==> config.mk <==
export PLATFORM = sky130hd
export DESIGN_NAME = eth_port_mgr_flat
export DESIGN_NICKNAME = d
export VERILOG_FILES = /design/src/rtl/eth_port_mgr_if.sv /design/src/rtl/eth_port_mgr.sv /design/src/flat_wrapper.sv
export SDC_FILE = /design/constraint.sdc
export NUM_CORES = 1
export LEC_CHECK = 0
export ABC_CLOCK_PERIOD_IN_PS = 5900
export CORE_AREA = 2 2 229 231
export DETAILED_ROUTE_END_ITERATION = 8
export DIE_AREA = 0 0 231 233
export GPL_ROUTABILITY_DRIVEN = 0
export PLACE_DENSITY = 0.51
export SLEW_MARGIN = 10
export SYNTH_ARGS = -nofsm -noshare
export SYNTH_HDL_FRONTEND = slang
export SYNTH_SLANG_ARGS = --single-unit
export TNS_END_PERCENT = 10
==> constraint.sdc <==
create_clock -name clk156 -period 5.9 [get_ports clk156]
set_input_delay 1.18 -clock clk156 [delete_from_list [all_inputs] [get_ports clk156]]
set_output_delay 1.18 -clock clk156 [all_outputs]
set_load 0.05 [all_outputs]
==> src/rtl/eth_port_mgr_if.sv <==
// ----------------------------------------------------------------------------
// eth_port_mgr_if : status, AXIS observe and counter readout bundle for eth_port_mgr
// Revision 1.0
// ----------------------------------------------------------------------------
`default_nettype none

interface eth_port_mgr_if #(
  parameter int NUM_PORTS  = 2,
  parameter int PSEL_WIDTH = 3,
  parameter int CNT_WIDTH  = 32
);
  logic [NUM_PORTS-1:0]  link_up_raw;
  logic [NUM_PORTS-1:0]  rx_tvalid;
  logic [NUM_PORTS-1:0]  rx_tlast;
  logic [NUM_PORTS-1:0]  rx_tuser;
  logic [NUM_PORTS-1:0]  tx_tvalid;
  logic [NUM_PORTS-1:0]  tx_tready;
  logic [NUM_PORTS-1:0]  tx_tlast;
  logic                  cnt_clr;
  logic [PSEL_WIDTH-1:0] rd_port;
  logic [NUM_PORTS-1:0]  port_rst;
  logic [NUM_PORTS-1:0]  link_up;
  logic [CNT_WIDTH-1:0]  rd_rx_good;
  logic [CNT_WIDTH-1:0]  rd_rx_bad;
  logic [CNT_WIDTH-1:0]  rd_tx;
  logic [7:0]            debug;

  modport slave (
    input  link_up_raw, rx_tvalid, rx_tlast, rx_tuser, tx_tvalid, tx_tready, tx_tlast,
    input  cnt_clr, rd_port,
    output port_rst, link_up, rd_rx_good, rd_rx_bad, rd_tx, debug
  );

  modport master (
    output link_up_raw, rx_tvalid, rx_tlast, rx_tuser, tx_tvalid, tx_tready, tx_tlast,
    output cnt_clr, rd_port,
    input  port_rst, link_up, rd_rx_good, rd_rx_bad, rd_tx, debug
  );
endinterface

`default_nettype wire

==> src/rtl/eth_port_mgr.sv <==
// ----------------------------------------------------------------------------
// eth_port_mgr : per-port cold reset sequencing, link debounce, re-reset on
//                link loss, saturating frame statistics and debug LED summary
// Revision 1.0
// ----------------------------------------------------------------------------
`default_nettype none

module eth_port_mgr #(
  parameter int NUM_PORTS       = 2,
  parameter int PSEL_WIDTH      = 3,
  parameter int CNT_WIDTH       = 32,
  parameter int COLD_CYCLES     = 16383,
  parameter int DEBOUNCE_CYCLES = 1023,
  parameter int RERST_ON_LOS    = 1
) (
  input  logic          clk156,
  input  logic          eth_rst_n,
  eth_port_mgr_if.slave bus
);

  localparam int COLD_W = $clog2(COLD_CYCLES + 1);
  localparam int DEB_W  = $clog2(DEBOUNCE_CYCLES + 1);
  localparam int DBG_N  = (NUM_PORTS < 4) ? NUM_PORTS : 4;

  localparam logic [COLD_W-1:0] COLD_LAST = COLD_W'(COLD_CYCLES - 1);
  localparam logic [DEB_W-1:0]  DEB_LAST  = DEB_W'(DEBOUNCE_CYCLES - 1);

  localparam logic [0:0] ST_COLD = 1'b0;
  localparam logic [0:0] ST_RUN  = 1'b1;

  logic [NUM_PORTS-1:0]                 state_q, state_d;
  logic [NUM_PORTS-1:0][COLD_W-1:0]     cold_cnt_q, cold_cnt_d;
  logic [NUM_PORTS-1:0][DEB_W-1:0]      deb_cnt_q, deb_cnt_d;
  logic [NUM_PORTS-1:0]                 link_up_q, link_up_d;
  logic [NUM_PORTS-1:0]                 link_prev_q, link_prev_d;
  logic [NUM_PORTS-1:0][CNT_WIDTH-1:0]  rx_good_q, rx_good_d;
  logic [NUM_PORTS-1:0][CNT_WIDTH-1:0]  rx_bad_q, rx_bad_d;
  logic [NUM_PORTS-1:0][CNT_WIDTH-1:0]  tx_q, tx_d;
  logic [CNT_WIDTH-1:0]                 rd_rx_good_q, rd_rx_good_d;
  logic [CNT_WIDTH-1:0]                 rd_rx_bad_q, rd_rx_bad_d;
  logic [CNT_WIDTH-1:0]                 rd_tx_q, rd_tx_d;
  logic [7:0]                           debug_q, debug_d;
  logic [NUM_PORTS-1:0]                 port_rst;

  // Clear wins over increment; increments stop at all ones.
  function automatic logic [CNT_WIDTH-1:0] sat_inc(
    input logic [CNT_WIDTH-1:0] cnt,
    input logic                 clr,
    input logic                 inc
  );
    if (clr)
      return '0;
    else if (inc && !(&cnt))
      return cnt + CNT_WIDTH'(1);
    else
      return cnt;
  endfunction

  always_ff @(posedge clk156) begin
    if (!eth_rst_n) begin
      state_q      <= {NUM_PORTS{ST_COLD}};
      cold_cnt_q   <= '0;
      deb_cnt_q    <= '0;
      link_up_q    <= '0;
      link_prev_q  <= '0;
      rx_good_q    <= '0;
      rx_bad_q     <= '0;
      tx_q         <= '0;
      rd_rx_good_q <= '0;
      rd_rx_bad_q  <= '0;
      rd_tx_q      <= '0;
      debug_q      <= '0;
    end else begin
      state_q      <= state_d;
      cold_cnt_q   <= cold_cnt_d;
      deb_cnt_q    <= deb_cnt_d;
      link_up_q    <= link_up_d;
      link_prev_q  <= link_prev_d;
      rx_good_q    <= rx_good_d;
      rx_bad_q     <= rx_bad_d;
      tx_q         <= tx_d;
      rd_rx_good_q <= rd_rx_good_d;
      rd_rx_bad_q  <= rd_rx_bad_d;
      rd_tx_q      <= rd_tx_d;
      debug_q      <= debug_d;
    end
  end

  always_comb begin
    state_d     = state_q;
    cold_cnt_d  = cold_cnt_q;
    deb_cnt_d   = deb_cnt_q;
    link_up_d   = link_up_q;
    link_prev_d = link_up_q;
    rx_good_d   = rx_good_q;
    rx_bad_d    = rx_bad_q;
    tx_d        = tx_q;
    for (int p = 0; p < NUM_PORTS; p++) begin
      // Debounce counter parks at its last value while raw stays high.
      if (!bus.link_up_raw[p]) begin
        deb_cnt_d[p] = '0;
        link_up_d[p] = 1'b0;
      end else if (deb_cnt_q[p] == DEB_LAST) begin
        link_up_d[p] = 1'b1;
      end else begin
        deb_cnt_d[p] = deb_cnt_q[p] + DEB_W'(1);
      end

      case (state_q[p])
        ST_COLD: begin
          if (cold_cnt_q[p] == COLD_LAST)
            state_d[p] = ST_RUN;
          else
            cold_cnt_d[p] = cold_cnt_q[p] + COLD_W'(1);
        end
        default: begin
          if ((RERST_ON_LOS != 0) && link_prev_q[p] && !link_up_q[p]) begin
            state_d[p]    = ST_COLD;
            cold_cnt_d[p] = '0;
          end
        end
      endcase

      rx_good_d[p] = sat_inc(rx_good_q[p], bus.cnt_clr, (state_q[p] == ST_RUN) &&
                             bus.rx_tvalid[p] && bus.rx_tlast[p] && bus.rx_tuser[p]);
      rx_bad_d[p]  = sat_inc(rx_bad_q[p], bus.cnt_clr, (state_q[p] == ST_RUN) &&
                             bus.rx_tvalid[p] && bus.rx_tlast[p] && !bus.rx_tuser[p]);
      tx_d[p]      = sat_inc(tx_q[p], bus.cnt_clr, (state_q[p] == ST_RUN) &&
                             bus.tx_tvalid[p] && bus.tx_tready[p] && bus.tx_tlast[p]);
    end
  end

  always_comb begin
    rd_rx_good_d = '0;
    rd_rx_bad_d  = '0;
    rd_tx_d      = '0;
    for (int p = 0; p < NUM_PORTS; p++) begin
      if (bus.rd_port == PSEL_WIDTH'(p)) begin
        rd_rx_good_d = rx_good_q[p];
        rd_rx_bad_d  = rx_bad_q[p];
        rd_tx_d      = tx_q[p];
      end
    end
    debug_d = '0;
    for (int p = 0; p < DBG_N; p++) begin
      debug_d[p]     = link_up_q[p];
      debug_d[4 + p] = ~port_rst[p];
    end
  end

  always_comb begin
    port_rst = '0;
    for (int p = 0; p < NUM_PORTS; p++)
      port_rst[p] = (state_q[p] == ST_COLD);
  end

  assign bus.port_rst   = port_rst;
  assign bus.link_up    = link_up_q;
  assign bus.rd_rx_good = rd_rx_good_q;
  assign bus.rd_rx_bad  = rd_rx_bad_q;
  assign bus.rd_tx      = rd_tx_q;
  assign bus.debug      = debug_q;

endmodule

`default_nettype wire

==> src/flat_wrapper.sv <==
// flat-port wrapper written by rule: the top's interface ports become plain ports
module eth_port_mgr_flat 
#(
  parameter int NUM_PORTS       = 2,
  parameter int PSEL_WIDTH      = 3,
  parameter int CNT_WIDTH       = 32,
  parameter int COLD_CYCLES     = 16383,
  parameter int DEBOUNCE_CYCLES = 1023,
  parameter int RERST_ON_LOS    = 1
)
  (clk156, eth_rst_n, bus_link_up_raw, bus_rx_tvalid, bus_rx_tlast, bus_rx_tuser, bus_tx_tvalid, bus_tx_tready, bus_tx_tlast, bus_cnt_clr, bus_rd_port, bus_port_rst, bus_link_up, bus_rd_rx_good, bus_rd_rx_bad, bus_rd_tx, bus_debug);
  eth_port_mgr_if #(.NUM_PORTS(NUM_PORTS), .PSEL_WIDTH(PSEL_WIDTH), .CNT_WIDTH(CNT_WIDTH)) bus_i ();
  input  logic clk156;
  input  logic eth_rst_n;
  input wire logic [$bits(bus_i.link_up_raw)-1:0] bus_link_up_raw;
  input wire logic [$bits(bus_i.rx_tvalid)-1:0] bus_rx_tvalid;
  input wire logic [$bits(bus_i.rx_tlast)-1:0] bus_rx_tlast;
  input wire logic [$bits(bus_i.rx_tuser)-1:0] bus_rx_tuser;
  input wire logic [$bits(bus_i.tx_tvalid)-1:0] bus_tx_tvalid;
  input wire logic [$bits(bus_i.tx_tready)-1:0] bus_tx_tready;
  input wire logic [$bits(bus_i.tx_tlast)-1:0] bus_tx_tlast;
  input wire logic [$bits(bus_i.cnt_clr)-1:0] bus_cnt_clr;
  input wire logic [$bits(bus_i.rd_port)-1:0] bus_rd_port;
  output wire logic [$bits(bus_i.port_rst)-1:0] bus_port_rst;
  output wire logic [$bits(bus_i.link_up)-1:0] bus_link_up;
  output wire logic [$bits(bus_i.rd_rx_good)-1:0] bus_rd_rx_good;
  output wire logic [$bits(bus_i.rd_rx_bad)-1:0] bus_rd_rx_bad;
  output wire logic [$bits(bus_i.rd_tx)-1:0] bus_rd_tx;
  output wire logic [$bits(bus_i.debug)-1:0] bus_debug;
  assign bus_i.link_up_raw = bus_link_up_raw;
  assign bus_i.rx_tvalid = bus_rx_tvalid;
  assign bus_i.rx_tlast = bus_rx_tlast;
  assign bus_i.rx_tuser = bus_rx_tuser;
  assign bus_i.tx_tvalid = bus_tx_tvalid;
  assign bus_i.tx_tready = bus_tx_tready;
  assign bus_i.tx_tlast = bus_tx_tlast;
  assign bus_i.cnt_clr = bus_cnt_clr;
  assign bus_i.rd_port = bus_rd_port;
  assign bus_port_rst = bus_i.port_rst;
  assign bus_link_up = bus_i.link_up;
  assign bus_rd_rx_good = bus_i.rd_rx_good;
  assign bus_rd_rx_bad = bus_i.rd_rx_bad;
  assign bus_rd_tx = bus_i.rd_tx;
  assign bus_debug = bus_i.debug;
  eth_port_mgr #(.NUM_PORTS(NUM_PORTS), .PSEL_WIDTH(PSEL_WIDTH), .CNT_WIDTH(CNT_WIDTH), .COLD_CYCLES(COLD_CYCLES), .DEBOUNCE_CYCLES(DEBOUNCE_CYCLES), .RERST_ON_LOS(RERST_ON_LOS)) u_core (.clk156(clk156), .eth_rst_n(eth_rst_n), .bus(bus_i));
endmodule
Word-level counts from Yosys, hierarchy flattened --
Cells that the tools add are included.
Word-level totals: bits in registers 350, input port bits 20, output and inout bits 108, logic and storage cells 103
Operators by class: $add $sub $neg 10, equal/unequal tests 9, multiplexer cells 18, bitwise gates (word level) 3, reduce and logical (&&, ||, !) cells 44
Operators with widths (number):
- 32-bit by 1-bit adder with 32-bit output (second input constant) | 6
- 32-bit 2-to-1 mux | 6
- 32-bit AND reduction | 6
- 14-bit 2-to-1 mux | 6
- 14-bit by 1-bit adder with 14-bit output (second input constant) | 2
- 14-bit equality test (second input constant) | 2
- 1-bit logical AND | 22
- 10-bit by 1-bit adder with 10-bit output (second input constant) | 2
- 10-bit equality test (second input constant) | 2
- 1-bit zero test | 10
- 2-bit AND reduction | 4
- 1-bit 2-to-1 mux | 6
- 2-bit by 1-bit inequality test with 1-bit output (second input constant) | 2
- 2-bit inequality test (second input constant) | 2
- 3-bit by 1-bit equality test with 1-bit output (second input constant) | 1
- 3-bit zero test | 1
- 1-bit inverter | 3
- 2-bit OR reduction | 1

Depth between registers and ports, before layout --
Gate-level depths: netlist of run 1.
depth after elaboration 4, depth in mapped cells 9, gate-level depth less buffers 8

Worst setup path after synthesis of run 1 --
Ideal clock, no wire load.
path kind input-to-reg, start input bus_tx_tlast[1], end register u_core.tx_q[62] in the netlist's numbering, setup time 0.070 ns, data arrival time 2.705 ns, data required time 5.830 ns, setup slack 3.124 ns, stages 6, buffers on the path 1, path through nand4_2 or3_1 clkbuf_1 a2111oi_4 or4b_1 a21oi_1
On the way: longest elaborated chain between the ends 2
RTL lines:
- from (decl) | RTL line flat_wrapper.sv:21 | input wire logic [$bits(bus_i.tx_tlast)-1:0] bus_tx_tlast;
- 1-bit logical AND | RTL line eth_port_mgr.sv:129 | bus.tx_tvalid[p] && bus.tx_tready[p] && bus.tx_tlast[p]);
- 1-bit logical AND | RTL line eth_port_mgr.sv:53 | else if (inc && !(&cnt))
- to (signal assigned) | RTL line eth_port_mgr.sv:81 | tx_q <= tx_d;
- to (decl) | RTL line eth_port_mgr.sv:38 | logic [NUM_PORTS-1:0][CNT_WIDTH-1:0] tx_q, tx_d;
Every way passes these cells. A chain may end at the register's enable or synchronous reset.

Worst setup path after layout of run 1 --
start input bus_rx_tuser[0], end register u_core.rx_bad_q[23] in the netlist's numbering
On the way: longest elaborated chain between the ends 3
RTL lines:
- from (decl) | RTL line flat_wrapper.sv:18 | input wire logic [$bits(bus_i.rx_tuser)-1:0] bus_rx_tuser;
- 1-bit zero test | RTL line eth_port_mgr.sv:127 | bus.rx_tvalid[p] && bus.rx_tlast[p] && !bus.rx_tuser[p]);
- 1-bit logical AND | RTL line eth_port_mgr.sv:127
- 1-bit logical AND | RTL line eth_port_mgr.sv:53
- to (signal assigned) | RTL line eth_port_mgr.sv:80 | rx_bad_q <= rx_bad_d;
- to (decl) | RTL line eth_port_mgr.sv:37 | logic [NUM_PORTS-1:0][CNT_WIDTH-1:0] rx_bad_q, rx_bad_d;
Every way passes these cells.

==> summary.md, run 1 <==
| Metric | Value |
|---|---|
| Outcome | complete, no violations |
| Worst Setup End Kind | flop |
| Global-route wire length before repair | 72900 microns |
| Min-delay worst type | flop to flop |
| CP endpoint | u_core.rx_bad_q[23]$_SDFFE_PP0P_ |
| Post-CTS setup buffer count | 0 |
| Core area | approximately 50000 sq um |
| Area grow syn2layout | 20.0% |
| Worst-margin pin slew | 1.17 ns |
| ANT nets after route | 0 |
| Worst reg2reg path endpoint | u_core.rx_bad_q[23]$_SDFFE_PP0P_ |
| Final hold vios | 0 |
| Clock Latency Late Sink | 0.57 ns |
| Slew Limit Fails | 0 |
| Max_cap viols | 0 |
| Largest net degree at the start of global routing | 97 |
| GRT Total Usage | 16.6% |
| Largest area contributor in the netlist | dfxtp_1 |
| CP startpoint kind | primary input |
| Clock root cell | clkbuf_16 |
| Die W | between 200 and 250 microns |
| Top-Level Pins | 128 |
| Metal2 WL | 21000 microns |
| TritonCTS clock tree | yes |
| DRC | 0 |
| Vias per inst | roughly 5.4 |
| Layout Skew | 0.0238 ns |
| Final nets | slightly below 2000 |
| Slew headroom | 20.9% |
| Port bufs | 123 |
| Drt first pass iters | 5 |
| Row Count | 83 |
| Starting DRC count in detailed routing | 984 |
| CTS max path bufs | 3 |
| EDFF count, synth | 0 |
| Crit. Startpoint | bus_rx_tuser[0] |
| Post-CTS sizing | 0 |
| Cts bufs inserted | 40 |
| CP Data Arrival Time | 3.94 ns |
| Top-area cell type share of the netlist area | 43.6% |
| Crit Path Category | primary input to flop |
| Static Leak | 5.72 nW |
| CTS Sinks | 344 |
| Fraction of layout cells with a size suffix above 1 | about 6.8% |
| FMAX | 290 MHz |
| Worst vdd ir | 134 uV |
| Uppermost layer routed | met4 |
| WL met3 | around 2100 microns |
| Ys flop type | dfxtp_1 |
| Power Density | 263 nW/um^2 |
| R2R Path Start | u_core.state_q[0]$_SDFF_PN0_ |
| Final WL | 45600 microns |
| Sum Neg Setup Slack | 0 ns |
| Netlist cell types | 76 |
| FFs w/ async S/R, synth | 0% |
| Worst r2r path cells | 5 |
| RSZ-0062 raised after global routing | false |
| Synth top area cells | dfxtp_1 (44%), nor2_1 (5.2%), a22oi_1 (4.6%), nand4_1 (3.6%), a21oi_1 (3.5%) |
| Worst-path maximum fanout | 13 |
| GR Overflow Total | 0 |
| Fin crit share | 58.5% |
| M1 WL | between 20000 and 25000 microns |
| Register clock-pin slew on the reported worst setup and hold paths | 0.06 ns |
| Hold Buf Count CTS | 0 |
| WL/cell | 17.2 microns |
| Final design utilization | around 37% |
| Fill cells | 5243 |
| Final min period | around 3.5 ns |
| Die area | roughly 54000 sq um |
| Synth Instances | 1874 |
| Synth Register Bits | ~340 |
| Total of warnings raised by yosys | 0 |
| Cell Area, Synth | 15800 sq um |
| Die Ht | 233 microns |
| CTS H-tree depth | 2 |
| Via count | approximately 14000 |
| Number of global-route vias before repair | around 14000 |
| Mean post-synth cell area | between 8 and 9 sq um |
| Initial antenna violation count | 0 |
| # diodes | 0 |
| FF-to-FF setup slack | 2.76 ns |
| Register area share after synthesis | 43.6% |
| Initial Util | 30.9% |
| Worst path required time | about 6.4 ns |
| Final setup viols | 0 |
| HPWL Detailed | 31600 microns |
area by class of cell:
cell class | count | area [sq um] | area share, %
clock buffer | 52 | 1140 | 5.99
timing repair buffer | 137 | 1370 | 7.19
sequential | 344 | 6890 | 36.3
inverter | 38 | 145 | 0.765
multi-input combinational | 1381 | 8380 | 44.1
clock inverter | 18 | 213 | 1.12
tap | 680 | 851 | 4.48
registers in the layout, indices dropped and copies added (netlist names):
register               cells
u_core.bus.debug           4
u_core.bus.link_up         2
u_core.bus.rd_rx_bad      32
u_core.bus.rd_rx_good     32
u_core.bus.rd_tx          32
u_core.cold_cnt_q         28
u_core.deb_cnt_q          20
u_core.rx_bad_q           64
u_core.rx_good_q          64
u_core.state_q             2
u_core.tx_q               64
critical path, cell delays in order:
cell	delay, ns
clkdlybuf4s50_1	0.44
nand4b_1	0.68
or3_1	0.70
a31oi_1	0.35
nor4b_1	0.35
mux2i_1	0.23
where the power goes:
part           switching (mW)  internal [mW]
combinational          0.0849         0.0333
clock                    1.01           1.54
sequential            0.00782           2.33
total                    1.10           3.90
cells in the mapped netlist (all sizes together) (10+ instances only):
library cell and count:
mux2i 25, ha 14, and4 29, o31ai 45
and3 20, a22oi 96, dfxtp 344, a31oi 10
a211oi 11, nor2 221, or4 49, o21ai 82
xnor2 43, or3 67, xor2 22, a21oi 113
nand4 93, clkbuf 87, buf 27, nand3 87
nor4 37, and2 10, a2111oi 16, inv 37
o211ai 12, nor3 32, nand2 148, or2 26
cells in the final DEF, fill, tap and decap left out, drive strengths merged, types with 7 or more instances in the layout:
master,n
nand4,93
clkinv,11
mux2i,25
or4,49
buf,14
nand2,148
a21oi,113
xor2,22
inv,38
ha,14
or3,67
o211ai,12
o31ai,45
a211oi,11
nand4b,7
nor3,32
nor2,221
a22oi,96
clkbuf,52
o21ai,82
and2,10
a31oi,10
clkdlybuf4s50,123
or2,26
nor4,37
xnor2,43
nand3,87
and4,29
dfxtp,344
a2111oi,16
and3,20
metrics by stage:
step	area (sq um)	power [mW]	hold slack, ns	std cells	setup slack (ns)
floorplan	15800	2.46	0.434	1877	3.12
global placement	17600	2.51	0.460	2579	1.92
detailed placement	17600	2.51	0.461	2579	1.84
CTS	19000	5.08	0.473	2649	2.34
global route	19000	5.18	0.515	2650	2.14
finish	19000	5.00	0.473	2650	2.45
per-layer routing:
layer | vias to the layer above | global-route usage, %
met3 | 64 | 3.13
met4 | 0 | 5.67
met1 | 6909 | 21.9
met5 | - | 0
met2 | 302 | 27.3
li1 | 7110 | -
how the worst min path moves through the flow:
stage	from	endpoint	cells after the start
final	u_core.cold_cnt_q[27]$_SDFFE_PN0P_	u_core.cold_cnt_q[27]$_SDFFE_PN0P_	1
after global routing	u_core.bus.link_up[1]$_SDFFE_PN0N_	u_core.bus.debug[1]$_SDFF_PN0_	2
after CTS	u_core.cold_cnt_q[27]$_SDFFE_PN0P_	u_core.cold_cnt_q[27]$_SDFFE_PN0P_	1
after detailed placement	u_core.cold_cnt_q[27]$_SDFFE_PN0P_	u_core.cold_cnt_q[27]$_SDFFE_PN0P_	1
after global placement	u_core.bus.link_up[1]$_SDFFE_PN0N_	u_core.bus.debug[1]$_SDFF_PN0_	2
after floorplan	u_core.cold_cnt_q[27]$_SDFFE_PN0P_	u_core.cold_cnt_q[27]$_SDFFE_PN0P_	1
cell families after synthesis:
kind of cell               Yosys count  synth area share (%)
DFF                                344                  43.6
other                                1                0.0237
adders and majority gates           14                  1.11
and+or+nand+nor                    849                  28.6
AOI/OAI and AO/OA                  424                  17.7
muxes                               25                  1.58
buffers and inverters              152                  3.87
xor gates and xnor gates            65                  3.60
No activity file was read; power rests on OpenSTA's default activity.
==> inputs of run 2 (changes only) <==
--- a/config.mk
+++ b/config.mk
@@ -5,7 +5,7 @@
 export SDC_FILE = /design/constraint.sdc
 export NUM_CORES = 1
 export LEC_CHECK = 0
-export ABC_CLOCK_PERIOD_IN_PS = 5900
+export ABC_CLOCK_PERIOD_IN_PS = 3600
 export CORE_AREA = 2 2 229 231
 export DETAILED_ROUTE_END_ITERATION = 8
 export DIE_AREA = 0 0 231 233
==> constraint.sdc (replaced) <==
create_clock -name clk156 -period 3.6 [get_ports clk156]
set_input_delay 0.72 -clock clk156 [delete_from_list [all_inputs] [get_ports clk156]]
set_output_delay 0.72 -clock clk156 [all_outputs]
set_load 0.05 [all_outputs]
==> run 2 against run 1 <==
  * Utilization up 0.48 points
  * Critical path depth decreased by 2
  * Critical endpoint is now bus_port_rst[1]
  * Clock power rose by 73%
  * First-iteration DRC count increased by 15%
  * Flip-flop and latch count unchanged
  * Cell count is 0.87% higher
  * Final area increased by 1.3%
==> summary.md, run 2 (synthesis gave the netlist of run 1 again) <==
| Metric | Value |
|---|---|
| Crit path depth | 4 (-2) |
| Port bufs | 123 (unchanged) |
| HPWL Detailed | 31600 microns (-0.11%) |
| Sum Neg Setup Slack | 0 ns (unchanged) |
| Worst path slowest cell | clkdlybuf4s50_1 |
| Worst-path cell chain | buf_4 -> clkinv_1 -> buf_4 -> clkdlybuf4s50_1 |
| Via count | 14457 (+0.50%) |
| GRT Total Usage | 16.7% (+0.024 points) |
| Fraction of layout cells with a size suffix above 1 | 7.73% (+0.98 points) |
| Die W | 231 microns (unchanged) |
| Worst-margin pin slew | 1.07 ns (-0.0974 ns) |
| Die area | 53800 sq um (unchanged) |
| # diodes | 0 (unchanged) |
| Worst hold slack | 0.468 ns (-0.00515 ns) |
| Most frequent cells in the layout | dfxtp_1 (344), nor2_1 (220), nand2_1 (148) |
| WL/cell | 17.1 microns (-0.77%) |
| Post-CTS setup buffer count | 0 (unchanged) |
| CTS max path bufs | 3 (unchanged) |
| Initial antenna violation count | 0 (unchanged) |
| Number of global-route vias before repair | 13530 (-0.89%) |
| Min-delay worst type | flop to flop |
| Worst Setup End Kind | output pin |
| Design Power | 8.43 mW (+69%) |
| Cells after DPL | 2600 (+0.81%) |
| Area grow syn2layout | 21.6% |
| DRC | 0 (unchanged) |
| GR Overflow Total | 0 (unchanged) |
| Final hold vios | 0 (unchanged) |
| Post-CTS sizing | 0 (unchanged) |
| Delay-heaviest family, CP | buffers and inverters |
| Worst vdd ir | 278 uV (+110%) |
| Clock root cell | clkbuf_16 |
| Worst r2r path cells | 6 (+1) |
| Biggest regs | u_core.rx_bad_q x64, u_core.rx_good_q x64, u_core.tx_q x64 |
| ANT nets after route | 0 (unchanged) |
| Global-route wire length before repair | 72900 microns (about the same) |
| Largest net degree at the start of global routing | 97 (unchanged) |
| Crit Path Category | flop to output pin |
| Clock Latency Late Sink | 0.57 ns (about the same) |
| Max_cap viols | 0 (unchanged) |
| CTS H-tree depth | 2 (unchanged) |
| Pre-CTS WS | 0.412 ns (-1.43 ns) |
| Drt first pass iters | 5 (unchanged) |
| TritonCTS clock tree | yes |
| Die Ht | 233 microns (unchanged) |
| CP startpoint kind | flop |
| Outcome | complete, no violations |
| Hold Buf Count CTS | 0 (unchanged) |
| Final WL | 45600 microns (about the same) |
| CTS Sinks | 344 (unchanged) |
| Cts bufs inserted | 41 (+2.5%) |
| Slew Limit Fails | 0 (unchanged) |
| Layout Skew | 0.0178 ns (-0.00606 ns) |
| Setup ws final | 0.583 ns (-1.86 ns) |
| Starting DRC count in detailed routing | 1128 (+15%) |
| Power Density | 439 nW/um^2 (+67%) |
| WHS Path Cells | 1 (unchanged) |
| Core area | 51100 sq um (unchanged) |
| Crit path top cell by count | buf_4 |
| Final nets | 1997 (+1.1%) |
| Register clock-pin slew on the reported worst setup and hold paths | 0.06 ns (about the same) |
| Worst path required time | 2.88 ns (-3.51 ns) |
| Slew headroom | 27.5% (+6.6 points) |
| Static Leak | 5.84 nW (+2.2%) |
| Final setup viols | 0 (unchanged) |
| Vias per inst | 5.41 (-0.36%) |
| Top-Level Pins | 128 (unchanged) |
| CP Data Arrival Time | 2.30 ns (-1.64 ns) |
| Buf/Inv on CP | 4 (+3) |
| Initial Util | 30.9% (unchanged) |
| Fin crit share | approximately 84% |
| FMAX | 331 MHz |
| RSZ-0062 raised after global routing | false |
| Max incr delay on CP | 0.70 ns (about the same) |
| Most common cell after layout, fill and taps aside | dfxtp_1 |
| Row Count | 83 (unchanged) |
| Non-filler cells, final | 2673 (+0.87%) |
| Final min period | a little over 3 ns |
| Worst-path maximum fanout | 8 (-5) |
[run 2: changes by cell type in the layout (fill, tap and decap cells not counted)]
cell	delta
buf_4	+19
clkbuf_8	-3
clkinv_4	-3
clkinvlp_4	+3
buf_12	+2
bufinv_16	+2
clkbuf_1	+2
clkbuf_16	+2
buf_6	-1
[run 2: layer usage]
metal	GRT usage, %	share of wire (%)	vias to the layer above
met1	22.6	47	6910
li1	-	-	7150
met3	3.06	4.5	71
met5	0	0	-
met4	5.24	2.5	0
met2	26.7	46	326
[run 2: power breakdown]
part           leakage [nW]  internal (mW)  switching, mW
Clock                 0.683           2.69           1.70
Sequential             2.77           3.82         0.0130
Combinational          2.39         0.0632          0.144
[run 2: final timing paths]
path | startpoint | end | slack (ns)
setup / recovery | u_core.state_q[1]$_SDFF_PN0_ | bus_port_rst[1] | 0.58
hold / removal | u_core.cold_cnt_q[27]$_SDFFE_PN0P_ | u_core.cold_cnt_q[27]$_SDFFE_PN0P_ | 0.47
setup reg to reg | u_core.rx_good_q[36]$_SDFFE_PP0P_ | u_core.rx_good_q[45]$_SDFFE_PP0P_ | 1.01
hold reg to reg | u_core.cold_cnt_q[27]$_SDFFE_PN0P_ | u_core.cold_cnt_q[27]$_SDFFE_PN0P_ | 0.47
[run 2: per-stage QoR]
| stage | utilization, % | cell area (sq um) |
|---|---|---|
| 2_1_floorplan | - | 15800 |
| 3_3_place_gp | 34.8 | 17800 |
| 3_5_place_dp | 34.8 | 17800 |
| 4_1_cts | 37.6 | 19200 |
| 5_1_grt | 37.6 | 19200 |
| 6_report | 37.6 | 19200 |
[run 2: area by class of cell]
class	instances	area (sq um)
timing repair buffer	157	1540
fill	5233	31900
multi-input combinational	1381	8380
inverter	38	145
tap	680	851
sequential	344	6890
clock inverter	20	269
clock buffer	53	1150
